===== config.mk =====
export PLATFORM = sky130hd
export DESIGN_NAME = aes_dom_seq_ctrl
export DESIGN_NICKNAME = d
export VERILOG_FILES = /design/src/rtl/aes_dom_seq_ctrl.sv
export SDC_FILE = /design/constraint.sdc
export NUM_CORES = 2
export LEC_CHECK = 0
export CAP_MARGIN = 5
export CORE_UTILIZATION = 52
export CTS_CLUSTER_SIZE = 12
export DETAILED_ROUTE_END_ITERATION = 10
export PLACE_DENSITY = 0.83
export SYNTH_ARGS = -nofsm -noshare
export SYNTH_HDL_FRONTEND = slang
export SYNTH_SLANG_ARGS = --single-unit

===== constraint.sdc =====
create_clock -name clk -period 37 [get_ports clk]
set_input_delay 9.25 -clock clk [delete_from_list [all_inputs] [get_ports clk]]
set_output_delay 9.25 -clock clk [all_outputs]
set_load 0.01 [all_outputs]

===== src/rtl/aes_dom_seq_ctrl.sv =====
// Run sequencer for the byte-serial DOM AES core: stages pt/key/trigger delay, streams 16 bytes
// into the core, collects 16 ciphertext bytes, fires the scope trigger and guards with a watchdog.
module aes_dom_seq_ctrl #(
  parameter int unsigned TIMEOUT_W = 16,
  parameter int unsigned TRG_W     = 8
) (
  input  logic             clk,
  input  logic             rst,
  input  logic             load_we_i,
  input  logic [127:0]     ptxt_i,
  input  logic [127:0]     key_i,
  input  logic             trg_we_i,
  input  logic [TRG_W-1:0] trg_delay_i,
  input  logic             start_i,
  output logic             busy_o,
  output logic             result_valid_o,
  output logic [127:0]     ctxt_o,
  output logic             timeout_err_o,
  output logic             trg_o,
  output logic             core_start_o,
  output logic [7:0]       core_pt_o,
  output logic [7:0]       core_key_o,
  input  logic             core_done_i,
  input  logic [7:0]       core_ct_i
);

  typedef enum logic [2:0] {StIdle, StStart, StLoad, StWait, StUnload, StDone} state_e;

  localparam logic [TIMEOUT_W-1:0] WdMax  = '1;
  localparam logic [TIMEOUT_W-1:0] WdLast = {{(TIMEOUT_W-1){1'b1}}, 1'b0};
  localparam logic [TRG_W-1:0]     TrgOne = {{(TRG_W-1){1'b0}}, 1'b1};

  state_e               state_q, state_d;
  logic [127:0]         ptxt_stage_q, key_stage_q;
  logic [127:0]         pt_sh_q, pt_sh_d, key_sh_q, key_sh_d;
  logic [127:0]         cap_q, cap_d, ctxt_q, ctxt_d;
  logic [TRG_W-1:0]     trg_dly_q, trg_cnt_q, trg_cnt_d;
  logic                 trg_q;
  logic [3:0]           byte_cnt_q, byte_cnt_d;
  logic [TIMEOUT_W-1:0] wd_q, wd_d;
  logic                 tmo_q, tmo_d;
  logic                 start_acc;

  assign start_acc = (state_q == StIdle) && start_i;

  // Staging registers are written directly; an accepted start reads the pre-edge values.
  always_ff @(posedge clk or posedge rst) begin
    if (rst) begin
      ptxt_stage_q <= '0;
      key_stage_q  <= '0;
      trg_dly_q    <= '0;
    end else begin
      if (load_we_i) begin
        ptxt_stage_q <= ptxt_i;
        key_stage_q  <= key_i;
      end
      if (trg_we_i) trg_dly_q <= trg_delay_i;
    end
  end

  always_comb begin
    if (start_acc)              trg_cnt_d = trg_dly_q;
    else if (trg_cnt_q != '0)   trg_cnt_d = trg_cnt_q - 1'b1;
    else                        trg_cnt_d = trg_cnt_q;
  end

  always_comb begin
    state_d    = state_q;
    pt_sh_d    = pt_sh_q;
    key_sh_d   = key_sh_q;
    cap_d      = cap_q;
    ctxt_d     = ctxt_q;
    byte_cnt_d = byte_cnt_q;
    wd_d       = wd_q;
    tmo_d      = tmo_q;
    unique case (state_q)
      StIdle: begin
        if (start_i) begin
          pt_sh_d  = ptxt_stage_q;
          key_sh_d = key_stage_q;
          tmo_d    = 1'b0;
          state_d  = StStart;
        end
      end
      StStart: begin
        byte_cnt_d = 4'd0;
        state_d    = StLoad;
      end
      StLoad: begin
        pt_sh_d  = {pt_sh_q[119:0], 8'h00};
        key_sh_d = {key_sh_q[119:0], 8'h00};
        if (byte_cnt_q == 4'd15) begin
          byte_cnt_d = 4'd0;
          wd_d       = '0;
          state_d    = StWait;
        end else begin
          byte_cnt_d = byte_cnt_q + 4'd1;
        end
      end
      StWait: begin
        // done wins over the watchdog in the final WAIT cycle
        if (core_done_i) begin
          cap_d   = {cap_q[119:0], core_ct_i};
          state_d = StUnload;
        end else if (wd_q == WdLast) begin
          wd_d    = WdMax;
          tmo_d   = 1'b1;
          state_d = StIdle;
        end else if (wd_q != WdMax) begin
          wd_d = wd_q + 1'b1;
        end
      end
      StUnload: begin
        cap_d = {cap_q[119:0], core_ct_i};
        if (byte_cnt_q == 4'd14) begin
          byte_cnt_d = 4'd0;
          // publish on entry to DONE so ctxt_o is valid alongside result_valid_o
          ctxt_d     = {cap_q[119:0], core_ct_i};
          state_d    = StDone;
        end else begin
          byte_cnt_d = byte_cnt_q + 4'd1;
        end
      end
      StDone: state_d = StIdle;
      default: state_d = StIdle;
    endcase
  end

  always_ff @(posedge clk or posedge rst) begin
    if (rst) begin
      state_q    <= StIdle;
      pt_sh_q    <= '0;
      key_sh_q   <= '0;
      cap_q      <= '0;
      ctxt_q     <= '0;
      byte_cnt_q <= '0;
      wd_q       <= '0;
      tmo_q      <= 1'b0;
      trg_cnt_q  <= '0;
      trg_q      <= 1'b0;
    end else begin
      state_q    <= state_d;
      pt_sh_q    <= pt_sh_d;
      key_sh_q   <= key_sh_d;
      cap_q      <= cap_d;
      ctxt_q     <= ctxt_d;
      byte_cnt_q <= byte_cnt_d;
      wd_q       <= wd_d;
      tmo_q      <= tmo_d;
      trg_cnt_q  <= trg_cnt_d;
      trg_q      <= (trg_cnt_q == TrgOne);
    end
  end

  always_comb begin
    busy_o         = (state_q != StIdle);
    result_valid_o = (state_q == StDone);
    core_start_o   = (state_q == StStart);
    core_pt_o      = (state_q == StLoad) ? pt_sh_q[127:120]  : 8'h00;
    core_key_o     = (state_q == StLoad) ? key_sh_q[127:120] : 8'h00;
    ctxt_o         = ctxt_q;
    timeout_err_o  = tmo_q;
    trg_o          = trg_q;
  end

endmodule


Word-level counts from Yosys, hierarchy flattened
Index checks and enable logic that the tools add are counted.

Register bits after elaboration: 801. Input bits: 278. Output and inout bits: 149.

Add/sub/neg operators: 3. Eq/ne operators: 18. Mux-type cells: 28. Reductions and logical operators: 16.

Operators by type and width (count): one-hot mux 128 bit (2 select lines) (2); two-way mux 128 bit (2); one-hot mux 120 bit (2 select lines) (1); two-way mux 120 bit (1); two-way mux 16 bit (4); two-way mux 8 bit (4); one-hot mux 16 bit (2 select lines) (1); adder 16 x 1 -> 16 bit, second input constant (1); equality test 16 bit, second input constant (1); != test 16 bit, second input constant (1); two-way mux 3 bit (5); one-hot mux 3 bit (5 select lines) (1); != test 2 bit, second input constant (6); one-hot mux 4 bit (3 select lines) (1); AND reduction 4 bit (3); nonzero test 2 bit (5); equality test 4 bit, second input constant (2); equality test 8 x 1 -> 1 bit, second input constant (1); two-way mux 4 bit (2); nonzero test 8 bit (1); subtractor 8 x 1 -> 8 bit, second input constant (1); equality test 3 x 2 -> 1 bit, second input constant (2); equality test 3 bit, second input constant (2); != test 3 bit, second input constant (2); 8 further kinds (13).

Longest topological paths before layout
Word-level depth: 5. Gate-level depth with buffers: 8.

Worst setup path before layout
OpenSTA, ideal clock, no wires.

Path kind: register -> output. Start: reg state_q[2]. End: out core_key_o[0]. Arrival time: 1.266 ns. Data required time: 27.750 ns. Path slack: 26.484 ns. Stages on the path, launching flop included: 5. Path buffers: 2. Cell sequence: dfrtp_1 > nor2b_2 > clkbuf_1 > clkbuf_1 > and3_1.

Cells in the longest elaborated chain, start to end: 2.

RTL lines: from (decl) (RTL line 33) `state_e state_q, state_d;`; from (signal assigned) (RTL line 131) `state_q <= StIdle;`; from (signal assigned) (RTL line 142) `state_q <= state_d;`; equality test 3 x 2 -> 1 bit (RTL line 160) `core_key_o = (state_q == StLoad) ? key_sh_q[127:120] : 8'h00;`; two-way mux 8 bit (RTL line 160); to (decl) (RTL line 22) `output logic [7:0] core_key_o,`.

No other way between the ends.

==> out/results.txt <==
clock latency reported for the late side of the worst-skew pair: 0.62 ns
DPL Wire Length: 48,700 µm
area share of the leading cell type in the synthesized netlist: 61.4%
core utilization of the finished layout: 64.5%
Max Cap Viol: 0
total nets after synthesis: 2,735
Gates resized, CTS repair: 0
via count normalized by instance count: 5.49
Area Overhead vs Synth: 22.2%
setup repair after global routing missed its margin: no
leading cell types by total area after synthesis: sky130_fd_sc_hd__dfrtp_1, sky130_fd_sc_hd__mux2_2, sky130_fd_sc_hd__mux2i_1
Fin. Hold Viols: 0
first-pass GRT wire length: 117,000 µm
sequential cell area: 0.0200 mm²
routability cong.: 0.872
die width: 253 µm
synthesized-area fraction occupied by adder cells: 0.307%
overall track demand over capacity in global routing: 23.3%
share of cells above drive strength 1: 19.7%
Num CTS Buffers: 83
count of H-tree levels built during CTS: 3
multiplexer fraction of the synthesized cell area: 25.1%
IO Count: 427
compound-cell area share of the yosys netlist: 5.52%
status: completed
design internal power: 1.91 mW
number of register bits inferred by synthesis: 801
total negative slack: 0 ns
Power, Total: 2.84 mW
Worst setup EP type: async pin
root buffer cell: sky130_fd_sc_hd__clkbuf_16
gate count of the mapped netlist: 2,449
residual DRC count: 0
share of power burned in combinational logic: 29.1%
number of cells in the finished layout apart from fillers: 3,719
class of the tightest hold or removal check: register to register
IO Port Bufs: 426
Synth warnings: 0
placeable core region: 0.0618 mm²
number of enable flip-flop cells after synthesis: 0
largest family of logic cells by synthesized area: multiplexers
total wire length after detailed routing: 73,500 µm
number of pins exceeding their max-slew limit in the final report: 0
starting density of the core: 52.8%
largest clock skew in the final design: 0.0180 ns
Critical Path RT: 37.60 ns
average size of a mapped cell: 13.3 µm²
Synth Area in XOR/XNOR: 0.188%
peak supply drop: 0.0000760 V
area of combinational cells with multiple inputs: 0.0117 mm²
DR iter-0 viols: 1,248
FP Rows: 91
Sequential Power Share: 43.1%
count of final setup violators: 0
number of fill cells in the layout: 4,448
static leakage: 18.0 nW
final antenna-violating net count: 0
launching element type of the critical path: input pin
largest net degree at the start of global routing: 245
DR WL/cell: 19.8 µm
detailed-router iteration count before antenna repair: 5
TritonCTS clock tree: yes
period utilisation layout: 35.7%
area of the mapped netlist: 0.0326 mm²
via count of the first global-routing pass: 21.7k
async set-or-reset flop fraction in the synthesized netlist: 100%
Post-CTS Hold Fix Bufs: 0
Yosys cell types: 56
clk sink count: 801
Slew headroom: 18.0%
most used flip-flop cell after synthesis: sky130_fd_sc_hd__dfrtp_1
clock group share of total power: 27.8%
net switching share of the total power: 32.9%
clk slew on worst S/H paths: 0.06 ns
Vias: 20.4k
Setup Crit Path Kind: input pin to async pin
die height: 253 µm
critical path arrival: 13.80 ns
final-layout worst hold slack: 0.478 ns
total global routing overflow: 0
Synth area leader: sky130_fd_sc_hd__dfrtp_1
sequential fraction of the synthesis area: 61.4%
minimum period implied by the final worst setup slack: 13.21 ns
power density over cell area: 71.1 mW/mm²
CP max FO: 134
Max clock buf depth: 3
post-synthesis simple-gate area fraction: 4.82%
cell count after placement: 3,577
net count reported at finish: 3,111
top achievable clock speed: 75.7 MHz
count of buffers added by post-CTS timing repair for setup: 0
Tightest Pin Transition: 1.23 ns
initial antenna violation count: 11
Die Outline Area: 0.0638 mm²
net switching component of the power: 933 µW
-- metrics by stage --
step	setup WS [ns]	instance area, µm²
2_1_floorplan	5.26	32600
3_3_place_gp	23.15	37300
3_5_place_dp	23.01	37300
4_1_cts	23.66	39900
5_1_grt	23.10	39900
6_report	23.79	39900
-- cells in the mapped netlist, types with 23 or more instances --
cell type and number:
sky130_fd_sc_hd__buf_4 28, sky130_fd_sc_hd__mux2_2 423, sky130_fd_sc_hd__and3_1 23, sky130_fd_sc_hd__nand2_1 299, sky130_fd_sc_hd__buf_2 60, sky130_fd_sc_hd__o21ai_0 161
sky130_fd_sc_hd__o21ai_1 104, sky130_fd_sc_hd__dfrtp_1 801, sky130_fd_sc_hd__mux2i_1 241, sky130_fd_sc_hd__mux2_1 89, sky130_fd_sc_hd__clkbuf_1 49, sky130_fd_sc_hd__a21oi_1 35
-- registers in the layout (all words and copies together) (netlist names) --
name,flops
wd_q,16
key_stage_q,128
byte_cnt_q,4
ptxt_stage_q,128
pt_sh_q,128
ctxt_o,128
trg_dly_q,8
key_sh_q,128
trg_o,1
trg_cnt_q,8
timeout_err_o,1
state_q,3
cap_q,120
-- layer usage --
layer | track usage (%) | up-vias | share of wire (%)
met3 | 4.06 | 179 | 4.6
met4 | 10.6 | 6 | 4.3
met2 | 39.4 | 554 | 51
li1 | - | 9321 | -
met5 | 0 | - | 0.061
met1 | 29.2 | 10348 | 40
-- cells by family (layout without fill, tap and decap cells) --
family / count (synthesis) / in the layout
compound gates: 335 / 335
xor+xnor: 7 / 7
fa+ha+maj: 8 / 8
buf+inv: 167 / 595
flops: 801 / 801
mux: 753 / 753
other cells: 0 / 5
simple gates: 378 / 378
-- cell usage in the layout, fill, tap and decap left out, types with 9 or more instances in the layout --
cell and instances:
sky130_fd_sc_hd__clkbuf_16 85, sky130_fd_sc_hd__o21ai_1 104, sky130_fd_sc_hd__clkbuf_1 27, sky130_fd_sc_hd__inv_1 9
sky130_fd_sc_hd__clkbuf_8 11, sky130_fd_sc_hd__nor2_1 16, sky130_fd_sc_hd__o21ai_0 160, sky130_fd_sc_hd__buf_4 19
sky130_fd_sc_hd__mux2_1 89, sky130_fd_sc_hd__clkdlybuf4s50_1 425, sky130_fd_sc_hd__nand2_1 299, sky130_fd_sc_hd__mux2i_1 241
sky130_fd_sc_hd__nand3_1 10, sky130_fd_sc_hd__dfrtp_1 801, sky130_fd_sc_hd__a21oi_1 35, sky130_fd_sc_hd__and3_1 23
sky130_fd_sc_hd__mux2_2 423
-- area by class of cell --
class	instances	area share, %
flip-flops and latches	801	50.2
multi-input cells	1481	29.4
repair buffers	447	11.2
clock buffers	123	5.96
well taps	837	2.62
clock inverters	14	0.423
inverters	11	0.122
diodes	5	0.0314
-- worst max-delay path, stage by stage --
cell and delay, ns:
sky130_fd_sc_hd__clkdlybuf4s50_1 0.49, sky130_fd_sc_hd__inv_8 0.63, sky130_fd_sc_hd__buf_4 0.82, sky130_fd_sc_hd__buf_4 0.78
sky130_fd_sc_hd__buf_4 0.72, sky130_fd_sc_hd__buf_4 0.89
-- power groups by stage --
stage	registers, mW	clock network (mW)	logic (mW)
after floorplan	1.19	0	0.663
after global placement	1.22	0	0.790
after detailed placement	1.24	0	0.824
after CTS	1.22	0.805	0.832
after global routing	1.25	0.836	0.917
final	1.22	0.788	0.825
-- worst paths after layout --
check                                            endpoint  slack [ns]  depth (start not counted)                 startpoint
max in group clk                             core_pt_o[3]       24.57                          4     state_q[1]$_DFFE_PP0P_
worst min-delay path            key_sh_q[123]$_DFFE_PP0P_        0.48                          2  key_sh_q[123]$_DFFE_PP0P_
min in group asynchronous         pt_sh_q[90]$_DFFE_PP0P_        9.22                          2                        rst
worst max-delay path                cap_q[88]$_DFFE_PP0P_       23.79                          6                        rst
worst min register to register  key_sh_q[123]$_DFFE_PP0P_        0.48                          2  key_sh_q[123]$_DFFE_PP0P_
worst max register to register    pt_sh_q[62]$_DFFE_PP0P_       33.00                          5     state_q[0]$_DFFE_PP0P_
(Power assumes the default switching activity.)
